$ cat config.mk
export PLATFORM = sky130hd
export DESIGN_NAME = exp6_detector_jogada
export DESIGN_NICKNAME = d
export VERILOG_FILES = /design/src/rtl/exp6_detector_jogada.sv
export SDC_FILE = /design/constraint.sdc
export NUM_CORES = 1
export LEC_CHECK = 0
export ABC_AREA = 1
export CAP_MARGIN = 25
export CORE_UTILIZATION = 29
export CTS_BUF_LIST = sky130_fd_sc_hd__clkbuf_4 sky130_fd_sc_hd__clkbuf_8
export CTS_CLUSTER_SIZE = 30
export DETAILED_ROUTE_END_ITERATION = 8
export GPL_TIMING_DRIVEN = 0
export SLEW_MARGIN = 20
export SYNTH_ARGS = -nofsm -noshare
export SYNTH_HDL_FRONTEND = slang
export SYNTH_SLANG_ARGS = --single-unit
$ cat constraint.sdc
create_clock -name clock -period 1.73 [get_ports clock]
set_input_delay 0.4325 -clock clock [delete_from_list [all_inputs] [get_ports clock]]
set_output_delay 0.4325 -clock clock [all_outputs]
set_load 0.005 [all_outputs]
$ cat src/rtl/exp6_detector_jogada.sv
// rtl/exp6_detector_jogada.sv - button synchronizer, whole-vector debouncer and play-detect FSM.
// Optional REJEITA_MULTIPLO_EN: reject multi-button presses instead of resolving by lowest index.
module exp6_detector_jogada #(
  parameter int DEBOUNCE_CYCLES = 50000
) (
  input  logic       clock,
  input  logic       reset_n,
  input  logic [3:0] botoes,
  input  logic       habilita,
  input  logic       limpa,
  output logic       tem_jogada,
  output logic [3:0] jogada,
  output logic       multiplo,
  output logic [1:0] db_estado
);

  localparam int CW = (DEBOUNCE_CYCLES > 2) ? $clog2(DEBOUNCE_CYCLES) : 1;
  localparam logic [CW-1:0] CNT_MAX = CW'(DEBOUNCE_CYCLES - 1);

  typedef enum logic [1:0] {
    LIVRE     = 2'd0,
    ACEITA    = 2'd1,
    SEGURA    = 2'd2,
    BLOQUEADO = 2'd3
  } estado_t;

  logic [3:0]    sync_a;
  logic [3:0]    s;
  logic [3:0]    cand;
  logic [CW-1:0] cnt;
  logic [3:0]    estavel;
  estado_t       estado;

  always_ff @(posedge clock or negedge reset_n) begin
    if (!reset_n) begin
      sync_a <= 4'b0000;
      s      <= 4'b0000;
    end else begin
      sync_a <= botoes;
      s      <= sync_a;
    end
  end

  // The whole vector must hold for DEBOUNCE_CYCLES cycles; any bit change restarts the count.
  always_ff @(posedge clock or negedge reset_n) begin
    if (!reset_n) begin
      cand    <= 4'b0000;
      cnt     <= '0;
      estavel <= 4'b0000;
    end else if (s != cand) begin
      cand <= s;
      cnt  <= '0;
    end else if (cnt == CNT_MAX) begin
      estavel <= cand;
    end else begin
      cnt <= cnt + 1'b1;
    end
  end

  logic [3:0] menor;
  assign menor = estavel & (~estavel + 4'd1);

`ifdef REJEITA_MULTIPLO_EN
  logic varios;
  assign varios = |(estavel & (estavel - 4'd1));
`endif

  always_ff @(posedge clock or negedge reset_n) begin
    if (!reset_n) begin
      estado     <= LIVRE;
      tem_jogada <= 1'b0;
      multiplo   <= 1'b0;
      jogada     <= 4'b0000;
    end else begin
      tem_jogada <= 1'b0;
      multiplo   <= 1'b0;
      if (limpa) begin
        jogada <= 4'b0000;
      end
      case (estado)
        LIVRE: begin
          if (estavel != 4'b0000) begin
`ifdef REJEITA_MULTIPLO_EN
            if (varios) begin
              estado   <= BLOQUEADO;
              multiplo <= 1'b1;
            end else if (habilita) begin
              estado     <= ACEITA;
              tem_jogada <= 1'b1;
              jogada     <= estavel;
            end else begin
              estado <= BLOQUEADO;
            end
`else
            // Multi-press collapses to the lowest-index button.
            if (habilita) begin
              estado     <= ACEITA;
              tem_jogada <= 1'b1;
              jogada     <= menor;
            end else begin
              estado <= BLOQUEADO;
            end
`endif
          end
        end
        ACEITA: begin
          estado <= SEGURA;
        end
        SEGURA, BLOQUEADO: begin
          if (estavel == 4'b0000) begin
            estado <= LIVRE;
          end
        end
        default: estado <= LIVRE;
      endcase
    end
  end

  assign db_estado = estado;

endmodule

==> results.txt <==
outcome = finished, final reports clean
Skew-Pair Late Insertion Delay = 290 ps
CP peak stage delay = 520 ps
core area = 5990 µm²
initial core utilization = 0.305
Fmax = 609 MHz
number of global-route vias before repair = 1284
min Tclk post-route = 1640 ps
synthesized area = 1830 µm²
layout overhead on the synthesized area = 18.5%
Synth Net Count = 230
final wirelength = 3.24 mm
setup TNS = 0 ps
first drt pass iteration count = 4
delay-heaviest family, CP = buffers and inverters
routed len/inst = 10.2 µm
synth warn = 0
period utilization = 0.949
crit path capture type = output pin
Max Cap Viol = 0
CTS Buffer Depth = 2
count of input and output buffers = 14
DR vias/cell = 4.29
# hold bufs at CTS = 0
row cnt = 28
WP buf/inv = 1
Area contributors post-synth = dfrtp_1 (53%), nand2_1 (13%), nor2_1 (7.2%)
FF-to-FF End = estavel[0]$_DFFE_PN0P_
post-synth cell types = 26
Max stage delay cell, worst path = clkdlybuf4s50_1
Die Width = 81.4 µm
sequential fraction of the synthesis area = 0.534
Final Max Slew Viols = 0
WS Path Type = reg -> out
Worst R2R Start = cnt[1]$_DFFE_PN0P_
# IOs = 16
global-route wire length before repair = 5.68 mm
fin cells = 319
Yosys top cell area share = 0.534
pin count of the biggest net entering global routing = 31
syn avg cell area = 8.27 µm²
Final Total Pwr = 1.62 mW
Static Leak = 1.01 nW
Design Area, Final = 2160 µm²
postcts setup bufs = 0
initial antenna violation count = 0
gr ovfl total = 0
RSZ-0062 raised after global routing = false
routed vias = 1367
post-cts sizing count = 0
peak supply drop = 0.282 mV
Fin. Hold Viols = 0
gr usage total = 0.116
Placer Congestion = 0.838
Post-Syn Instances = 221
Critical Path Source Type = flip-flop
Die Y = 81.4 µm
CP cell instances = clkdlybuf4s50_1
DP Area = 2080 µm²
clock root cell = clkbuf_8
cell taking the most area after synthesis = dfrtp_1
Req. time, crit path = 1300 ps
clock skew = 4.40 ps
placed cell count = 311
HPWL Detailed = 2.44 mm
Final nets = 252
1st-iter DRT viols = 55
Yosys reg bits = 39
final hold slack = 2.88 ps
die area = 6620 µm²
R2R depth = 8
HP Class = in -> async
Post-DRT Antenna Nets = 0
Setup violations, final = 0
Num Clock Sinks = 39
R2R setup slack = 260 ps
CTS buffer count = 5
clk slew on worst S/H paths = 80 ps
share of cells above drive strength 1 = 0.0902
H-tree depth = 2
P per Cell Area = 748 nW/µm²
CP Max Fanout = 5
n_diodes = 0
CTS tree = done
DRC errors left = 0
WP data arrival = 1210 ps
==> area by class of cell <==
cell class | count | area, µm²
flip-flops and latches | 39 | 976
multi-input cells | 155 | 738
well taps | 75 | 93.8
fillers | 634 | 3830
plain buffers | 6 | 33.8
repair buffers | 15 | 155
inverters | 21 | 78.8
clock inverters | 2 | 12.5
clock buffers | 6 | 76.3
==> power breakdown <==
part           switching [mW]  internal (mW)  total, mW
Sequential            0.00839          0.926      0.934
Combinational          0.0382         0.0313     0.0696
Clock                   0.319          0.298      0.616
Total                   0.365           1.25       1.62
==> layer usage <==
layer	up-vias	part of all wire	track usage
met5	-	0	0
met4	0	0.013	0.0536
met3	2	0.032	0.0404
met2	19	0.45	0.177
met1	623	0.50	0.147
li1	723	-	-
==> flip-flops by register name, indices dropped and copies added, names as in the netlist <==
signal and cells:
cnt 16, cand 4, estavel 4, jogada 4, s 4, sync_a 4, db_estado 2, tem_jogada 1
==> kinds of logic after synthesis <==
| group | count (synthesis) | synth area share |
|---|---|---|
| buf+inv | 27 | 0.0616 |
| other cells | 1 | 0.00205 |
| xor+xnor | 8 | 0.0384 |
| flops | 39 | 0.534 |
| simple gates | 135 | 0.325 |
| compound gates | 10 | 0.0322 |
| fa+ha+maj | 1 | 0.00685 |
==> layout by cell type (no fill, tap or decap), types with 3 or more instances in the layout <==
cell | netlist | routed
nand2_1 | 63 | 63
dfrtp_1 | 39 | 39
nor2_1 | 35 | 35
inv_1 | 21 | 21
nand3_1 | 21 | 21
clkdlybuf4s50_1 | 0 | 13
xor2_1 | 6 | 6
o21ai_0 | 5 | 5
clkbuf_8 | 0 | 5
clkbuf_1 | 4 | 4
nor2_2 | 3 | 3
nor2_4 | 3 | 3
==> synthesized netlist by cell type, drive strengths merged <==
cell type,count
dfrtp,39
nor3b,2
a22o,1
xor2,6
a31oi,2
nand2,65
o21ai,5
clkbuf,4
or2,1
and3,1
a21oi,1
nand3,22
inv,21
nand3b,1
conb,1
nor3,2
xnor2,2
buf,2
o21bai,1
ha,1
nor2,41
==> how the worst max path moves through the flow <==
stage,cells past startpoint,from,to
floorplan,8,cnt[1]$_DFFE_PN0P_,estavel[0]$_DFFE_PN0P_
CTS,1,db_estado[0]$_DFFE_PN0P_,db_estado[0]
finish,1,db_estado[0]$_DFFE_PN0P_,db_estado[0]
global route,1,db_estado[0]$_DFFE_PN0P_,db_estado[0]
detailed placement,6,habilita,jogada[0]$_DFF_PN0_
global placement,1,reset_n,jogada[0]$_DFF_PN0_
==> through the flow <==
step           setup WS (ps)   util
4_1_cts                 69.9  0.361
5_1_grt                 22.7  0.361
3_5_place_dp            99.0  0.346
6_report                87.6  0.361
2_1_floorplan            450      -
3_3_place_gp            -728  0.344
Power figures use the tool's default switching activity.
